$ cat src/rtl/reg_file_sb_if.sv
// Bus between the decode/writeback stages and the scoreboarded register file.
// The master drives addresses, write data and reservations; the slave returns registered read data and status.
interface reg_file_sb_if #(
  parameter int DATA_W = 16,
  parameter int ADDR_W = 4
);
  logic [ADDR_W-1:0] raddr1;
  logic [ADDR_W-1:0] raddr2;
  logic [DATA_W-1:0] rdata1;
  logic [DATA_W-1:0] rdata2;
  logic              rbusy1;
  logic              rbusy2;
  logic [ADDR_W-1:0] waddr;
  logic [DATA_W-1:0] wdata;
  logic              wen;
  logic              resv_en;
  logic [ADDR_W-1:0] resv_addr;
  logic              werr;

  modport master (
    output raddr1, raddr2, waddr, wdata, wen, resv_en, resv_addr,
    input  rdata1, rdata2, rbusy1, rbusy2, werr
  );

  modport slave (
    input  raddr1, raddr2, waddr, wdata, wen, resv_en, resv_addr,
    output rdata1, rdata2, rbusy1, rbusy2, werr
  );
endinterface

$ cat src/rtl/reg_file_sb.sv
// Register file with one write port, two registered read ports, optional write-to-read bypass,
// optional hardwired zero register and a per-register busy scoreboard for RAW hazard detection.
module reg_file_sb #(
  parameter int DATA_W   = 16,
  parameter int ADDR_W   = 4,
  parameter bit BYPASS   = 1'b1,
  parameter bit ZERO_REG = 1'b1
) (
  input logic         clk,
  input logic         rst,
  reg_file_sb_if.slave bus
);
  localparam int DEPTH = 2 ** ADDR_W;

  logic [DATA_W-1:0] regs [DEPTH];
  logic [DEPTH-1:0]  busy;
  logic [DEPTH-1:0]  busy_next;
  logic              wr_ok;
  logic              resv_ok;
  logic [DATA_W-1:0] rd1_next;
  logic [DATA_W-1:0] rd2_next;
  logic              rb1_next;
  logic              rb2_next;

  assign wr_ok   = bus.wen && !(ZERO_REG && bus.waddr == '0);
  assign resv_ok = bus.resv_en && !(ZERO_REG && bus.resv_addr == '0);

  // Reserve is applied after release so a producer issuing as the old one retires keeps the bit set.
  always_comb begin
    busy_next = busy;
    if (wr_ok) busy_next[bus.waddr] = 1'b0;
    if (resv_ok) busy_next[bus.resv_addr] = 1'b1;
  end

  always_comb begin
    rd1_next = regs[bus.raddr1];
    rb1_next = BYPASS ? busy_next[bus.raddr1] : busy[bus.raddr1];
    if (BYPASS && wr_ok && bus.waddr == bus.raddr1) rd1_next = bus.wdata;
    if (ZERO_REG && bus.raddr1 == '0) begin
      rd1_next = '0;
      rb1_next = 1'b0;
    end
  end

  always_comb begin
    rd2_next = regs[bus.raddr2];
    rb2_next = BYPASS ? busy_next[bus.raddr2] : busy[bus.raddr2];
    if (BYPASS && wr_ok && bus.waddr == bus.raddr2) rd2_next = bus.wdata;
    if (ZERO_REG && bus.raddr2 == '0) begin
      rd2_next = '0;
      rb2_next = 1'b0;
    end
  end

  always_ff @(posedge clk or posedge rst) begin
    if (rst) begin
      for (int i = 0; i < DEPTH; i++) regs[i] <= '0;
      busy       <= '0;
      bus.rdata1 <= '0;
      bus.rdata2 <= '0;
      bus.rbusy1 <= 1'b0;
      bus.rbusy2 <= 1'b0;
      bus.werr   <= 1'b0;
    end else begin
      if (wr_ok) regs[bus.waddr] <= bus.wdata;
      busy       <= busy_next;
      bus.rdata1 <= rd1_next;
      bus.rdata2 <= rd2_next;
      bus.rbusy1 <= rb1_next;
      bus.rbusy2 <= rb2_next;
      bus.werr   <= wr_ok && !busy[bus.waddr];
    end
  end
endmodule

$ cat src/flat_wrapper.sv
// flat-port wrapper written by rule: the top's interface ports become plain ports
module reg_file_sb_flat 
#(
  parameter int DATA_W   = 16,
  parameter int ADDR_W   = 4,
  parameter bit BYPASS   = 1'b1,
  parameter bit ZERO_REG = 1'b1
)
  (clk, rst, bus_raddr1, bus_raddr2, bus_waddr, bus_wdata, bus_wen, bus_resv_en, bus_resv_addr, bus_rdata1, bus_rdata2, bus_rbusy1, bus_rbusy2, bus_werr);
  reg_file_sb_if #(.DATA_W(DATA_W), .ADDR_W(ADDR_W)) bus_i ();
  input logic clk;
  input logic rst;
  input wire logic [$bits(bus_i.raddr1)-1:0] bus_raddr1;
  input wire logic [$bits(bus_i.raddr2)-1:0] bus_raddr2;
  input wire logic [$bits(bus_i.waddr)-1:0] bus_waddr;
  input wire logic [$bits(bus_i.wdata)-1:0] bus_wdata;
  input wire logic [$bits(bus_i.wen)-1:0] bus_wen;
  input wire logic [$bits(bus_i.resv_en)-1:0] bus_resv_en;
  input wire logic [$bits(bus_i.resv_addr)-1:0] bus_resv_addr;
  output wire logic [$bits(bus_i.rdata1)-1:0] bus_rdata1;
  output wire logic [$bits(bus_i.rdata2)-1:0] bus_rdata2;
  output wire logic [$bits(bus_i.rbusy1)-1:0] bus_rbusy1;
  output wire logic [$bits(bus_i.rbusy2)-1:0] bus_rbusy2;
  output wire logic [$bits(bus_i.werr)-1:0] bus_werr;
  assign bus_i.raddr1 = bus_raddr1;
  assign bus_i.raddr2 = bus_raddr2;
  assign bus_i.waddr = bus_waddr;
  assign bus_i.wdata = bus_wdata;
  assign bus_i.wen = bus_wen;
  assign bus_i.resv_en = bus_resv_en;
  assign bus_i.resv_addr = bus_resv_addr;
  assign bus_rdata1 = bus_i.rdata1;
  assign bus_rdata2 = bus_i.rdata2;
  assign bus_rbusy1 = bus_i.rbusy1;
  assign bus_rbusy2 = bus_i.rbusy2;
  assign bus_werr = bus_i.werr;
  reg_file_sb #(.DATA_W(DATA_W), .ADDR_W(ADDR_W), .BYPASS(BYPASS), .ZERO_REG(ZERO_REG)) u_core (.clk(clk), .rst(rst), .bus(bus_i));
endmodule
$ cat config.mk
export PLATFORM = sky130hd
export DESIGN_NAME = reg_file_sb_flat
export DESIGN_NICKNAME = d
export VERILOG_FILES = /design/src/rtl/reg_file_sb_if.sv /design/src/rtl/reg_file_sb.sv /design/src/flat_wrapper.sv
export SDC_FILE = /design/constraint.sdc
export NUM_CORES = 1
export LEC_CHECK = 0
export ABC_AREA = 1
export CAP_MARGIN = 20
export CORE_MARGIN = 5
export CORE_UTILIZATION = 40
export CTS_BUF_LIST = sky130_fd_sc_hd__clkbuf_4 sky130_fd_sc_hd__clkbuf_8 sky130_fd_sc_hd__clkbuf_16
export DETAILED_ROUTE_END_ITERATION = 8
export GPL_TIMING_DRIVEN = 0
export SYNTH_ARGS = -nofsm -noshare
export SYNTH_HDL_FRONTEND = slang
export SYNTH_SLANG_ARGS = --single-unit
export TNS_END_PERCENT = 5
$ cat constraint.sdc
create_clock -name clk -period 15.1 [get_ports clk]
set_input_delay 1.51 -clock clk [delete_from_list [all_inputs] [get_ports clk]]
set_output_delay 1.51 -clock clk [all_outputs]
set_load 0.005 [all_outputs]
==> results_dict.tcl <==
set metrics [dict create \
    h-tree-depth 2 \
    ctsLongestPathBuffers 3 \
    finalNetCount 2319 \
    die_h_um 212 \
    synthMuxAreaShare_pct 0.185 \
    worstPathArrival_ps 4250 \
    drive_gt1_share_pct 7.54 \
    combPwrFrac_pct 20.8 \
    grt_pass1_vias 16500 \
    crit_required_ps 15510 \
    fillers 4059 \
    cts_tree "built" \
    layout_common_cells "nand2_1, o21ai_0, dfrtp_1" \
    synth_top_family_by_area "compound AO/OA/AOI/OAI gates" \
    postCtsHoldBufs 0 \
    dr.pass1.iters 8 \
    swShare_pct 33.3 \
    io_pins 71 \
    drc 0 \
    yosysSeqAreaShare_pct 47.2 \
    dp_hpwl_mm 60.5 \
    tns_ps 0 \
    rsz0062_at_grt "no" \
    max_freq_mhz 260 \
    synth_edf_count 0 \
    ys.flop_type "dfrtp_1" \
    syn_nets 2210 \
    synth_fa_ha_area_share_pct 0 \
    start_kind "input pin" \
    hold_path.class "reg -> reg" \
    min_period_ps 3840 \
    clkLatencyLatePin_ps 580 \
    drt_iter0_drc 2664 \
    core_um2 40000 \
    clk_root_buffer_cell "clkbuf_16" \
    area_growth_pct 16.5 \
    numCtsBuffers 37 \
    synth_cell_types 38 \
    vias 17600 \
    intPower_uw 1740 \
    grt_antenna_before_repair 3 \
    cp_max_fo 10 \
    post-route-util_pct 47.4 \
    synthXorXnorAreaFrac_pct 0.215 \
    overflow 0 \
    wirelength_mm 83.0 \
    rows 73 \
    slew_headroom_pct 18.9 \
    grt_pass1_wl_mm 118 \
    netlist_area_um2 16300 \
    grt_max_degree 124 \
    postRouteAntennaNets 0 \
    syn_inst 2174 \
    crit_top_cell "nor2_1" \
    grtUsageTotal_pct 36.4 \
    p_switching_uw 869 \
    final_common_cell "nand2_1" \
    end_kind "register" \
    synth_compound_area_share_pct 23.0 \
    die_area_um2 44800 \
    yosys_warnings 0 \
    cpPeakStageDelay_ps 730 \
    p_leak_uw 0.00867 \
    p_clk_share_pct 36.9 \
    status "complete, no violations" \
    worst-setup-path-type "in -> reg" \
    worst_slew_pin_slew_ps 1220 \
    post_cts_buffers 0 \
    seq_power_share_pct 42.3 \
    yosys_register_bits 307 \
    finalHoldViolations 0 \
    wl_per_cell_um 29.3 \
    setup_violations 0 \
    fp.dieW_um 212 \
    gp_congestion 1.05 \
    slew_violations 0 \
    cts_resized 0 \
    powerDensity_nw_per_um2 138 \
    max-cap-violations 0 \
    crit_chain "clkdlybuf4s50_1, buf_4, buf_1, o21ai_0, o211ai_1, nand3_1, nand2_1, nor2_1, nor2_1" \
    finalCritPeriodShare_pct 25.4 \
    clk_pin_slew_worst_paths_ps 60 \
    diodes 0 \
    syn_avg_cell_area_um2 7.48 \
    cts.sinks 307 \
    synthArstFlopShare_pct 100 \
    synth_simple_gate_area_share_pct 20.8 \
    ir_worst_vdd_uv 83.8 \
    crit_path_top_delay_cell "buf_1" \
    portBuffers 67 \
    viasPerCell 6.20 \
    timing.clock.skew_ps 25.1 \
    initial_utilization_pct 40.7 \
]
==> synthesized netlist by cell type (8+ instances only) <==
| library cell | number | area, µm² |
|---|---|---|
| nor2_1 | 177 | 664 |
| buf_4 | 15 | 113 |
| nand2_2 | 8 | 50.1 |
| o22ai_1 | 20 | 125 |
| inv_1 | 134 | 503 |
| o21ai_0 | 482 | 2410 |
| nand4_1 | 13 | 81.3 |
| clkbuf_1 | 112 | 420 |
| o211ai_1 | 19 | 143 |
| inv_2 | 9 | 33.8 |
| a21oi_1 | 144 | 721 |
| nand3_1 | 99 | 495 |
| a22oi_1 | 20 | 150 |
| dfrtp_1 | 307 | 7680 |
| buf_2 | 41 | 205 |
| buf_6 | 8 | 90.1 |
| nand2_1 | 497 | 1870 |
==> stage by stage <==
step / worst slack [ps] / cell area (µm²) / power (µW) / std cells / hold slack (ps)
floorplan: 5100 / 16300 / 1380 / 2174 / 429
global placement: 983 / 17600 / 1620 / 2766 / 444
finish: 11260 / 18900 / 2610 / 2833 / 456
CTS: 11380 / 18900 / 2590 / 2832 / 461
global route: 11300 / 18900 / 2700 / 2833 / 479
detailed placement: 10790 / 17700 / 1630 / 2768 / 449
==> registers in the layout, summed over array words and instances, names as in the netlist <==
| register | count |
|---|---|
| u_core.regs | 256 |
| u_core.bus.rdata1 | 16 |
| u_core.bus.rdata2 | 16 |
| u_core.busy | 16 |
| u_core.bus.rbusy1 | 1 |
| u_core.bus.rbusy2 | 1 |
| u_core.bus.werr | 1 |
==> final timing paths <==
kind	start	end	slack, ps	cells after the start
worst max-delay path	bus_raddr2[1]	u_core.bus.rdata2[1]	11260	9
worst min-delay path	u_core.regs[244]	u_core.regs[244]	460	1
worst max register to register	u_core.regs[33]	u_core.bus.rdata2[1]	13400	8
worst min register to register	u_core.regs[244]	u_core.regs[244]	460	1
max in group asynchronous	rst	u_core.regs[167]	12070	4
min in group asynchronous	rst	u_core.regs[2]	1530	2
==> cell families after synthesis <==
logic type,after synthesis
AND/OR/NAND/NOR,823
flip-flops,307
AO/OA/AOI/OAI,710
multiplexers,3
buffers and inverters,327
XOR/XNOR,4
==> power by group through the flow <==
stage | sequential [µW] | clock [µW] | combinational [µW]
3_3_place_gp | 1110 | 0 | 512
3_5_place_dp | 1110 | 0 | 523
5_1_grt | 1120 | 993 | 588
2_1_floorplan | 1070 | 0 | 314
4_1_cts | 1100 | 966 | 524
6_report | 1100 | 963 | 541
==> per-layer routing <==
| layer | wire length, µm | share of wire (%) | up-vias | global-route usage (%) |
|---|---|---|---|---|
| met5 | 0 | 0 | - | 0 |
| met3 | 10300 | 12 | 333 | 10.4 |
| li1 | - | - | 7426 | - |
| met4 | 5930 | 7.1 | 0 | 21.3 |
| met2 | 34000 | 41 | 1302 | 52.2 |
| met1 | 32800 | 40 | 8491 | 49.1 |
==> cell type report <==
cell class | count | area [µm²] | share of cell area (%)
sequential | 307 | 7680 | 40.5
multi-input combinational | 1540 | 7190 | 37.9
clock buffer | 45 | 1040 | 5.49
buffer | 183 | 856 | 4.52
timing repair buffer | 70 | 741 | 3.91
tap | 525 | 657 | 3.47
inverter | 144 | 551 | 2.91
clock inverter | 19 | 235 | 1.24
==> critical path, delay by kind of cell <==
family | cells | cell delay (ps)
buffers and inverters | 3 | 1500
AND/OR/NAND/NOR | 4 | 760
AO/OA/AOI/OAI | 2 | 460
No activity file was read; power rests on OpenSTA's default activity.
